===== config.mk =====
export PLATFORM = sky130hd
export DESIGN_NAME = clk_period_meter
export DESIGN_NICKNAME = d
export VERILOG_FILES = /design/src/rtl/clk_meas_pkg.sv /design/src/rtl/sync_edge_det.sv /design/src/rtl/clk_period_meter.sv
export SDC_FILE = /design/constraint.sdc
export NUM_CORES = 1
export LEC_CHECK = 0
export CAP_MARGIN = 20
export CORE_ASPECT_RATIO = 0.9
export CORE_UTILIZATION = 32
export CTS_BUF_LIST = sky130_fd_sc_hd__clkbuf_4 sky130_fd_sc_hd__clkbuf_8
export DETAILED_ROUTE_END_ITERATION = 8
export PLACE_DENSITY = 0.62
export SLEW_MARGIN = 20
export SYNTH_ARGS = -nofsm -noshare
export SYNTH_HDL_FRONTEND = slang
export SYNTH_SLANG_ARGS = --single-unit

===== constraint.sdc =====
create_clock -name clk_in -period 2 [get_ports clk_in]
set_input_delay 0.3 -clock clk_in [delete_from_list [all_inputs] [get_ports clk_in]]
set_output_delay 0.3 -clock clk_in [all_outputs]
set_load 0.02 [all_outputs]

===== src/rtl/clk_meas_pkg.sv =====
// ============================================================================
// Module   : clk_meas_pkg
// Brief    : Shared types and default constants for the clock period meter.
// Revision : 1.0
// ============================================================================
`default_nettype none

package clk_meas_pkg;

  typedef enum logic [1:0] {
    WAIT_FIRST = 2'd0,
    MEASURE    = 2'd1,
    TIMEOUT    = 2'd2
  } meas_state_t;

  localparam int DEF_CNT_W       = 27;
  localparam int DEF_TIMEOUT_MAX = 100_000_000;

endpackage

`default_nettype wire


===== src/rtl/sync_edge_det.sv =====
// ============================================================================
// Module   : sync_edge_det
// Brief    : Multi-stage input synchronizer followed by rise/fall detection.
// Revision : 1.0
// ============================================================================
`default_nettype none

module sync_edge_det #(
  parameter int SYNC_STAGES = 2
) (
  input  logic clk_in,
  input  logic reset,
  input  logic d,
  output logic level,
  output logic rise,
  output logic fall
);

  logic [SYNC_STAGES-1:0] r_sync;
  logic                   r_dly;

  always_ff @(posedge clk_in) begin
    if (!reset) begin
      r_sync <= '0;
      r_dly  <= 1'b0;
    end else begin
      r_sync <= {r_sync[SYNC_STAGES-2:0], d};
      r_dly  <= r_sync[SYNC_STAGES-1];
    end
  end

  assign level = r_sync[SYNC_STAGES-1];
  assign rise  = r_sync[SYNC_STAGES-1] & ~r_dly;
  assign fall  = ~r_sync[SYNC_STAGES-1] & r_dly;

endmodule

`default_nettype wire


===== src/rtl/clk_period_meter.sv =====
// ============================================================================
// Module   : clk_period_meter
// Brief    : Measures period and high time of a slow square wave in clk_in
//            cycles. Define MEAS_AVG4_EN to report 4-sample averages.
// Revision : 1.0
// ============================================================================
`default_nettype none

module clk_period_meter
  import clk_meas_pkg::*;
#(
  parameter int CNT_W       = DEF_CNT_W,
  parameter int TIMEOUT_MAX = DEF_TIMEOUT_MAX,
  parameter int SYNC_STAGES = 2
) (
  input  logic             clk_in,
  input  logic             reset,
  input  logic             sig_in,
  output logic [CNT_W-1:0] period,
  output logic [CNT_W-1:0] high_time,
  output logic             period_valid,
  output logic             timeout,
  output logic             locked
);

  localparam logic [CNT_W-1:0] C_CNT_LAST = CNT_W'(TIMEOUT_MAX - 1);

  meas_state_t      r_state, w_state_nxt;
  logic [CNT_W-1:0] r_cnt, r_hi_cap, w_meas_p;
  logic [CNT_W-1:0] r_period, r_high_time;
  logic             r_valid, r_timeout, r_locked;
  logic             w_rise, w_fall, w_level_unused;
  logic             w_cnt_last, w_meas_done, w_to_enter;

  sync_edge_det #(
    .SYNC_STAGES (SYNC_STAGES)
  ) u_sync (
    .clk_in (clk_in),
    .reset  (reset),
    .d      (sig_in),
    .level  (w_level_unused),
    .rise   (w_rise),
    .fall   (w_fall)
  );

  assign w_cnt_last = (r_cnt == C_CNT_LAST);
  assign w_meas_p   = r_cnt + CNT_W'(1);
  assign w_to_enter = (w_state_nxt == TIMEOUT);

  // Saturates rather than wraps so a dead input can never alias a period.
  always_ff @(posedge clk_in) begin
    if (!reset)           r_cnt <= '0;
    else if (w_rise)      r_cnt <= '0;
    else if (!w_cnt_last) r_cnt <= r_cnt + CNT_W'(1);
  end

  always_ff @(posedge clk_in) begin
    if (!reset) r_state <= WAIT_FIRST;
    else        r_state <= w_state_nxt;
  end

  always_comb begin
    w_state_nxt = r_state;
    w_meas_done = 1'b0;
    case (r_state)
      WAIT_FIRST: begin
        if (w_rise)          w_state_nxt = MEASURE;
        else if (w_cnt_last) w_state_nxt = TIMEOUT;
      end
      MEASURE: begin
        if (w_rise)          w_meas_done = 1'b1;
        else if (w_cnt_last) w_state_nxt = TIMEOUT;
      end
      TIMEOUT: begin
        if (w_rise)          w_state_nxt = MEASURE;
      end
      default:               w_state_nxt = WAIT_FIRST;
    endcase
  end

  always_ff @(posedge clk_in) begin
    if (!reset)                           r_hi_cap <= '0;
    else if (r_state == MEASURE && w_fall) r_hi_cap <= w_meas_p;
  end

`ifdef MEAS_AVG4_EN
  logic [CNT_W+1:0] r_sum_p, r_sum_h, w_tot_p, w_tot_h;
  logic [1:0]       r_samp;

  assign w_tot_p = r_sum_p + (CNT_W+2)'(w_meas_p);
  assign w_tot_h = r_sum_h + (CNT_W+2)'(r_hi_cap);
`endif

  always_ff @(posedge clk_in) begin
    if (!reset) begin
      r_period    <= '0;
      r_high_time <= '0;
      r_valid     <= 1'b0;
      r_timeout   <= 1'b0;
      r_locked    <= 1'b0;
`ifdef MEAS_AVG4_EN
      r_sum_p     <= '0;
      r_sum_h     <= '0;
      r_samp      <= '0;
`endif
    end else begin
      r_valid   <= 1'b0;
      r_timeout <= w_to_enter;
      if (w_to_enter) r_locked <= 1'b0;
`ifdef MEAS_AVG4_EN
      if (w_to_enter) begin
        r_sum_p <= '0;
        r_sum_h <= '0;
        r_samp  <= '0;
      end else if (w_meas_done) begin
        r_samp <= r_samp + 2'd1;
        if (r_samp == 2'd3) begin
          r_period    <= w_tot_p[CNT_W+1:2];
          r_high_time <= w_tot_h[CNT_W+1:2];
          r_valid     <= 1'b1;
          r_locked    <= 1'b1;
          r_sum_p     <= '0;
          r_sum_h     <= '0;
        end else begin
          r_sum_p <= w_tot_p;
          r_sum_h <= w_tot_h;
        end
      end
`else
      if (w_meas_done) begin
        r_period    <= w_meas_p;
        r_high_time <= r_hi_cap;
        r_valid     <= 1'b1;
        r_locked    <= 1'b1;
      end
`endif
    end
  end

  assign period       = r_period;
  assign high_time    = r_high_time;
  assign period_valid = r_valid;
  assign timeout      = r_timeout;
  assign locked       = r_locked;

endmodule

`default_nettype wire


==> impl_metrics.yaml, run 1 <==
clock_tree:
  cts-hold-fix-buffers: 0
  cts_setup_buffers: 0
  clk_latency_ns: 0.43
  htree_levels: 4
  path_clk_slew_ns: 0.07
  cts_sinks: 116
  cts_buffer_depth: 2
  cts_root_buf: "clkbuf_8"
  cts_tree: "built"
  cts_made_buffers: 17
synthesis:
  synthFlopType: "dfxtp_1"
  synth_top_family_by_area: "compound AO/OA/AOI/OAI gates"
  async_flop_share_pct: 0
  synth_compound_area_share_pct: 20.6
  yosys.area_share.simple_pct: 18.0
  yosys.area_share.xor_xnor_pct: 2.86
  syn_avg_cell_area_um2: 8.81
  syn_area_um2: 4290
  synthMuxAreaShare_pct: 0.467
  synth-seq-cells: 116
  synthAdderAreaFrac_pct: 0.292
  yosysSeqAreaShare_pct: 54.1
  syn_nets: 491
  netlist_instances: 487
  synth_edf_count: 0
  ys_types: 38
  yosys_warnings: 0
sta:
  worstMarginPinSlew_ns: 0.514
  finalMaxSlewViolations: 0
  finalCritPeriodShare_pct: 94.1
  fmax_mhz: 531
  hold_viol: 0
  fin_ws_ns: 0.117
  slew-limit-headroom_pct: 65.5
  rsz0062_at_grt: "no"
  fin_crit_ns: 1.88
  skew_ns: 0.0114
  setup-violations-final: 0
finish:
  final_nets: 555
  postLayoutCoreUtil_pct: 43.2
  syn_to_final_growth_pct: 29.9
  antennaDiodeCount: 0
  drive_above_1_share_pct: 11.9
  layout_commonest_cell: "dfxtp_1"
  final_cell_count_no_fill: 726
  final_cell_mix: "dfxtp_1, nand2_1, a21oi_1"
place:
  port_buffers: 59
  place_inst: 696
  dp_hpwl_mm: 7.36
  pre_cts_ws_ns: -0.00142
  routabilityCongestion: 0.845
flow_run:
  maxCapViolations: 0
pwr:
  power_switching_mw: 0.996
  p_per_area_nw_per_um2: 821
  clkPwrFrac_pct: 45.8
  p_leak_nw: 1.85
  vdd_drop_max_mv: 0.392
  seqPwrFrac_pct: 51.3
  share_comb_of_total_power_pct: 2.9
  p_int_mw: 3.58
  switching_share_pct: 21.8
die:
  initial_core_util_pct: 33.3
  dieArea_um2: 13900
  io_pins: 60
  die_w_um: 124
  core.rowCount: 39
  die_h_um: 112
  coreArea_um2: 12900
critical_path:
  critical_path.top_delay_family: "simple AND/OR/NAND/NOR gates"
  cpPeakStageDelay_ns: 0.58
  cp_num_buf_inv: 0
  cp.arrival_ns: 2.24
  worstPathRequired_ns: 2.36
  cp.depth: 4
  r2r_cells: 4
  path_class: "register to register"
  cp_common_cell: "or4_4"
  worstPathCellList: "nand4_2, or4_4, or4_4, a31oi_1"
  worst-path-max-fanout: 8
  endpoint_kind: "register"
  startpoint_type: "register"
  slowest_stage: "or4_4"
detailed_routing:
  vias: 3696
  drt-initial-drc-count: 200
  viasPerCell: 5.09
  drc_errors: 0
  dr.pass1.iters: 4
  antenna_left: 0
  wl_per_cell_um: 14.7
  routed_wl_mm: 10.7
global_routing:
  antenna_found_initial: 0
  grt_start_max_net_pins: 53
  overflow: 0
  first_global_vias: 3414
  grt_pass1_wl_mm: 17.5
  grt_usage_pct: 16.3
hold_path:
  min_path_cells: 1
  hold_class: "register to register"
run_status:
  outcome: "finished clean"
==> repair_timing <==
item                                    4_1_cts  5_1_grt
endpoints found under the setup margin        3       17
pin swaps                                     0        2
resized for setup                             1        8
gates cloned                                  0        0
==> synth_stat cells, drive strengths merged, types with 3 or more instances <==
library cell,count,area share [%]
nor2,27,2.4
a31oi,22,3.2
dfxtp,116,54
nand2,67,5.9
or4,7,1.4
clkbuf,30,2.6
and4,3,0.61
buf,6,0.67
a21oi,67,7.8
xnor2,5,1.0
inv,4,0.35
a211oi,12,2.1
or3,7,1.0
nand4,9,1.5
xor2,9,1.8
nand3,12,1.4
and3,4,0.58
o31ai,8,1.4
nor4,4,0.58
and2,5,0.73
o21ai,44,5.1
==> metrics by stage <==
stage / hold slack, ns / instance area [um^2] / total power, mW / TNS (ns)
2_1_floorplan: 0.412 / 4290 / 2.47 / 0
3_3_place_gp: 0.422 / 5150 / 2.53 / 0
3_5_place_dp: 0.424 / 5150 / 2.53 / -0.00142
4_1_cts: 0.435 / 5550 / 4.62 / 0
5_1_grt: 0.438 / 5570 / 4.75 / 0
6_report: 0.435 / 5570 / 4.58 / 0
==> power by group through the flow <==
stage	clock, mW	combinational (mW)	sequential [mW]
final	2.10	0.134	2.35
after global routing	2.25	0.147	2.35
after CTS	2.14	0.134	2.35
after detailed placement	0	0.133	2.40
after global placement	0	0.133	2.40
after floorplan	0	0.0689	2.40
==> path summary, 6_finish.rpt <==
kind                                                  start                           to  slack (ns)
worst min register to register  u_sync.r_sync[0]$_SDFF_PN0_  u_sync.r_sync[1]$_SDFF_PN0_        0.44
worst max register to register        r_cnt[2]$_SDFFE_PP0N_    r_hi_cap[23]$_SDFFE_PN0P_        0.12
worst min-delay path            u_sync.r_sync[0]$_SDFF_PN0_  u_sync.r_sync[1]$_SDFF_PN0_        0.44
worst max-delay path                  r_cnt[2]$_SDFFE_PP0N_    r_hi_cap[23]$_SDFFE_PN0P_        0.12
==> registers in the layout (all words and copies together) (netlist names) <==
register	flops
period	27
r_cnt	27
u_sync.r_dly	1
period_valid	1
r_state	2
locked	1
r_hi_cap	27
high_time	27
timeout	1
u_sync.r_sync	2
==> cell type report <==
type	count	area, um^2
Fill cell	1282	7310
Sequential cell	116	2320
Multi-Input combinational cell	331	1860
Timing Repair Buffer	81	781
Clock buffer	21	283
Tap cell	164	205
Clock inverter	9	105
Inverter	4	15.0
==> logic make-up after synthesis <==
| family | after synthesis |
|---|---|
| AO/OA/AOI/OAI | 158 |
| XOR/XNOR | 14 |
| adder cells (fa/ha/maj) | 1 |
| buffers and inverters | 40 |
| flip-flops | 116 |
| multiplexers | 2 |
| AND/OR/NAND/NOR | 156 |
==> per-layer routing <==
| layer | wire (um) | up-vias | GRT usage (%) |
|---|---|---|---|
| met3 | 644 | 8 | 4.66 |
| met4 | 97 | 0 | 5.16 |
| met1 | 5550 | 1712 | 25.0 |
| met5 | 0 | - | 0 |
| li1 | - | 1877 | - |
| met2 | 4370 | 99 | 21.5 |
(Power assumes the default switching activity.)
==> run 2: changes to the inputs <==
SYNTH_HIERARCHICAL = 1   (was unset)
==> impl_metrics.yaml, run 2 <==
critical_path:
  r2r_cells: 5
  cp.arrival_ns: 2.23
  worst-path-max-fanout: 5
  reg2reg_from: "r_cnt[1]$_SDFFE_PP0N_"
  reg2reg_slack_ns: 0.12
  endpoint_kind: "register"
  worstReg2RegEnd: "r_state[1]$_SDFF_PN0_"
  worstPathRequired_ns: 2.35
  startpoint_type: "register"
  path_class: "register to register"
sta:
  fin_crit_ns: 1.88
  skew_ns: 0.0115
  finalMaxSlewViolations: 0
  slew-limit-headroom_pct: 70.1
  fmax_mhz: 532
  hold_viol: 0
  fin_setup_tns_ns: 0
  finalCritPeriodShare_pct: 93.9
  setup-violations-final: 0
  whs_ns: 0.442
  rsz0062_at_grt: "no"
  worstMarginPinSlew_ns: 0.445
finish:
  syn_to_final_growth_pct: 27.0
  final_nets: 551
  final_cell_mix: "dfxtp_1, nand2_1, a21oi_1"
  final_cell_count_no_fill: 726
  area.sequential_um2: 2320
  layout_commonest_cell: "dfxtp_1"
  multi_input_area_um2: 1910
  antennaDiodeCount: 0
  fillers: 1272
  drive_above_1_share_pct: 10.9
clock_tree:
  clk_latency_ns: 0.42
  cts_buffer_depth: 2
  cts_tree: "built"
  cts_sinks: 116
  htree_levels: 4
  path_clk_slew_ns: 0.07
  cts_root_buf: "clkbuf_8"
  cts_made_buffers: 17
detailed_routing:
  drt-initial-drc-count: 178
  dr.pass1.iters: 9
  routed_wl_mm: 10.3
  wl_per_cell_um: 14.2
  drc_errors: 4
  viasPerCell: 5.04
  antenna_left: 0
  vias: 3661
pwr:
  p_leak_nw: 1.86
  vdd_drop_max_mv: 0.376
  p_per_area_nw_per_um2: 824
synthesis:
  async_flop_share_pct: 0
  synth_edf_count: 0
  synth_most_common_cell: "dfxtp_1"
  yosysSeqAreaShare_pct: 53.0
  ys_types: 46
  yosys-top-cells-count: "dfxtp_1, nand2_1, a21oi_1"
  syn_nets: 492
  synth_top_cell_by_area: "dfxtp_1"
  netlist_instances: 488
  synth-seq-cells: 116
  synth_area_leaders: "dfxtp_1, a21oi_1, nand2_1, o21ai_0, a31oi_1"
  syn_area_um2: 4380
  yosys_warnings: 6
  synthFlopType: "dfxtp_1"
  synth_top_area_share_pct: 53.0
  syn_avg_cell_area_um2: 8.98
die:
  initial_core_util_pct: 32.8
  die_h_um: 113
  coreArea_um2: 13400
  dieArea_um2: 14200
  core.rowCount: 40
  io_pins: 60
  die_w_um: 125
hold_path:
  hold_end: "u_sync/r_sync[1]$_SDFF_PN0_"
  hp-start: "u_sync/r_sync[0]$_SDFF_PN0_"
  min_path_cells: 1
  hold_class: "register to register"
place:
  dp_hpwl_mm: 7.06
  port_buffers: 59
  routabilityCongestion: 0.858
  place_inst: 696
global_routing:
  grt_start_max_net_pins: 49
  grt_pass1_wl_mm: 16.9
  first_global_vias: 3522
  antenna_found_initial: 0
  grt_usage_pct: 15.2
  overflow: 0
run_status:
  outcome: "complete, but fails checks"
  failed_checks: "DRC"
flow_run:
  maxCapViolations: 0
-- run 2: cell count changes after synthesis, moves of 3 or more --
cell and change:
nor2b_1 +3, buf_4 +3, nor4_1 -3, buf_2 -4, a211oi_1 +4, clkbuf_1 -4, a31oi_1 +3, a21oi_1 -4
o31ai_1 -4, nand4_1 +4, or4_1 -3
-- run 2: per-stage QoR --
step / util [%] / power, mW / setup WS, ns / area [um^2]
finish: 41.6 / 4.58 / 0.122 / 5560
global route: 41.6 / 4.75 / 0.00219 / 5560
CTS: 41.5 / 4.63 / 0.0794 / 5550
detailed placement: 38.7 / 2.53 / 0.104 / 5170
global placement: 38.7 / 2.53 / 0.185 / 5170
floorplan: - / 2.47 / 0.225 / 4380
-- run 2: timing repair --
| item | CTS | global route |
|---|---|---|
| gates resized for setup | 0 | 3 |
| buffers inserted | 0 | 0 |
| endpoints found under the setup margin | 0 | 5 |
| hold buffers | 0 | 0 |
-- run 2: worst max-delay path by stage --
stage,startpoint,end,cells after the start
finish,r_cnt[1]$_SDFFE_PP0N_,r_state[1]$_SDFF_PN0_,5
global route,r_cnt[9]$_SDFFE_PP0N_,period[24]$_SDFFE_PN0P_,4
CTS,r_cnt[1]$_SDFFE_PP0N_,r_state[1]$_SDFF_PN0_,5
detailed placement,r_cnt[1]$_SDFFE_PP0N_,r_state[1]$_SDFF_PN0_,5
global placement,r_cnt[1]$_SDFFE_PP0N_,r_state[1]$_SDFF_PN0_,5
floorplan,r_cnt[0]$_SDFFE_PP0N_,r_state[1]$_SDFF_PN0_,5
-- run 2: layout make-up --
| cell class | count | share of cell area (%) |
|---|---|---|
| Clock buffer | 21 | 4.97 |
| Clock inverter | 9 | 1.89 |
| Multi-Input combinational cell | 334 | 34.3 |
| Sequential cell | 116 | 41.7 |
| Timing Repair Buffer | 74 | 13.1 |
| Tap cell | 168 | 3.78 |
| Inverter | 4 | 0.270 |
-- run 2: worst max-delay path, cell delays in order, from the launching register on --
cell	delay, ns
dfxtp_1	0.42
ha_4	0.19
nand3_1	0.11
or4_4	0.57
or3_1	0.36
a21oi_1	0.15
-- run 2: logic make-up after synthesis --
kind of cell | after synthesis | synth area share (%)
and+or+nand+nor | 161 | 19.7
AOI/OAI and AO/OA | 157 | 20.0
DFF | 116 | 53.0
buffers and inverters | 38 | 3.94
xor gates and xnor gates | 14 | 2.80
muxes | 1 | 0.229
adders and majority gates | 1 | 0.286
-- run 2: power by group --
group	total (mW)	switching, mW	internal [mW]
Combinational	0.141	0.0849	0.0562
Clock	2.10	0.914	1.18
Sequential	2.35	0.0157	2.33
Total	4.58	1.01	3.57
-- run 2: layer usage --
layer  global-route usage [%]  up-vias  wire length, um
met5                        0        -                0
met3                     4.68        8              285
met1                     18.6     1721             4930
met4                     6.02        0               76
li1                         -     1870                -
met2                     25.1       62             5040
==> run 3: changes to the inputs <==
MAX_ROUTING_LAYER = met4   (was unset)
==> impl_metrics.yaml, run 3 (same netlist as run 2, synthesis figures left out) <==
run_status:
  outcome: "complete, but fails checks"
  failed_checks: "DRC"
detailed_routing:
  vias: 3662
  drc_errors: 4
  drt-initial-drc-count: 162
  wl_per_cell_um: 14.2
  antenna_left: 0
  dr.pass1.iters: 9
  viasPerCell: 5.03
  routed_wl_mm: 10.3
hold_path:
  hold_class: "primary input to register"
place:
  dp_hpwl_mm: 7.22
  place_inst: 697
  port_buffers: 59
  routabilityCongestion: 0.864
global_routing:
  met3_usage_pct: 4.35
  busiest_layer: "met2"
  overflow: 0
  gr-usage-met2_pct: 25.4
  gr-usage-met1_pct: 19.9
  first_global_vias: 3578
  grt_pass1_wl_mm: 17.7
  grt_usage_pct: 16.2
  antenna_found_initial: 0
  grt_start_max_net_pins: 49
finish:
  fillers: 1313
  drive_above_1_share_pct: 11.4
  final_cell_mix: "dfxtp_1, nand2_1, a21oi_1"
  layout_commonest_cell: "dfxtp_1"
  final_nets: 552
  syn_to_final_growth_pct: 28.1
  area.sequential_um2: 2320
  multi_input_area_um2: 1910
  antennaDiodeCount: 0
  final_cell_count_no_fill: 728
die:
  die_h_um: 113
  initial_core_util_pct: 32.8
  dieArea_um2: 14200
  die_w_um: 125
  io_pins: 60
  core.rowCount: 40
  coreArea_um2: 13400
clock_tree:
  cts_buffer_depth: 2
  cts_setup_buffers: 0
  htree_levels: 4
  clk_latency_ns: 0.42
  path_clk_slew_ns: 0.07
  cts_root_buf: "clkbuf_8"
  cts_tree: "built"
  cts_sinks: 116
  cts_made_buffers: 17
pwr:
  vdd_drop_max_mv: 0.375
  seqPwrFrac_pct: 49.1
  power_switching_mw: 1.05
  p_int_mw: 3.73
  p_leak_nw: 1.87
  share_comb_of_total_power_pct: 2.9
  clkPwrFrac_pct: 48.0
  power_mw: 4.78
  switching_share_pct: 22.0
  p_per_area_nw_per_um2: 852
critical_path:
  startpoint_type: "register"
  worstPathRequired_ns: 2.36
  endpoint_kind: "register"
  cp.arrival_ns: 2.23
  path_class: "register to register"
  worst-path-max-fanout: 5
sta:
  rsz0062_at_grt: "no"
  hold_viol: 0
  whs_ns: 0.442
  finalCritPeriodShare_pct: 93.9
  fmax_mhz: 533
  setup-violations-final: 0
  worstMarginPinSlew_ns: 0.399
  skew_ns: 0.00947
  slew-limit-headroom_pct: 73.2
  fin_crit_ns: 1.88
  fin_setup_tns_ns: 0
  finalMaxSlewViolations: 0
flow_run:
  maxCapViolations: 0
[run 3: cell types whose count changed in the layout (fill, tap and decap cells not counted), sizes merged]
cell,change
clkbuf,-4
bufinv,+2
clkinvlp,+4
clkinv,-1
buf,+1
[run 3: per-layer routing]
metal  part of all wire, %  vias to the layer above  wire length, um
met1                    49                     1724             5060
met4                  0.99                        0              102
met2                    47                       64             4830
met3                   3.2                       11              327
li1                      -                     1863                -
met5                     0                        -                0
[run 3: stage by stage]
step	setup WS, ns	utilization, %	cell area [um^2]
6_report	0.122	42.0	5610
3_3_place_gp	0.186	38.7	5170
4_1_cts	0.0550	41.9	5590
2_1_floorplan	0.225	-	4380
5_1_grt	0.00646	42.0	5610
3_5_place_dp	0.0830	38.7	5170
[run 3: power by group through the flow]
| stage | clock [mW] | combinational [mW] | sequential (mW) |
|---|---|---|---|
| after detailed placement | 0 | 0.135 | 2.40 |
| after global routing | 2.48 | 0.152 | 2.35 |
| final | 2.30 | 0.139 | 2.34 |
| after CTS | 2.35 | 0.136 | 2.34 |
| after floorplan | 0 | 0.0704 | 2.40 |
| after global placement | 0 | 0.133 | 2.39 |
[run 3: worst paths after layout]
kind              slack, ns  cells past startpoint                        start                           to
setup / recovery       0.12                      5        r_cnt[1]$_SDFFE_PP0N_        r_state[1]$_SDFF_PN0_
hold reg to reg        0.45                      1  u_sync/r_sync[0]$_SDFF_PN0_  u_sync/r_sync[1]$_SDFF_PN0_
setup reg to reg       0.12                      5        r_cnt[1]$_SDFFE_PP0N_        r_state[1]$_SDFF_PN0_
hold / removal         0.44                      2                       sig_in  u_sync/r_sync[0]$_SDFF_PN0_
[run 3: area by class of cell]
class	instances	share of cell area [%]
Sequential cell	116	41.4
Multi-Input combinational cell	334	34.0
Clock inverter	14	3.32
Clock buffer	17	4.17
Inverter	4	0.268
Tap cell	168	3.75
Timing Repair Buffer	75	13.1
[run 3: what timing repair did]
action,CTS,global route
setup endpoints to repair,0,12
gates resized for setup,0,4
hold buffers,0,0
[run 3: critical path, stage by stage, from the launching register on]
cell and delay [ns]:
dfxtp_1 0.41, ha_4 0.19, nand3_1 0.13, or4_4 0.57, or3_1 0.34, a21oi_1 0.17
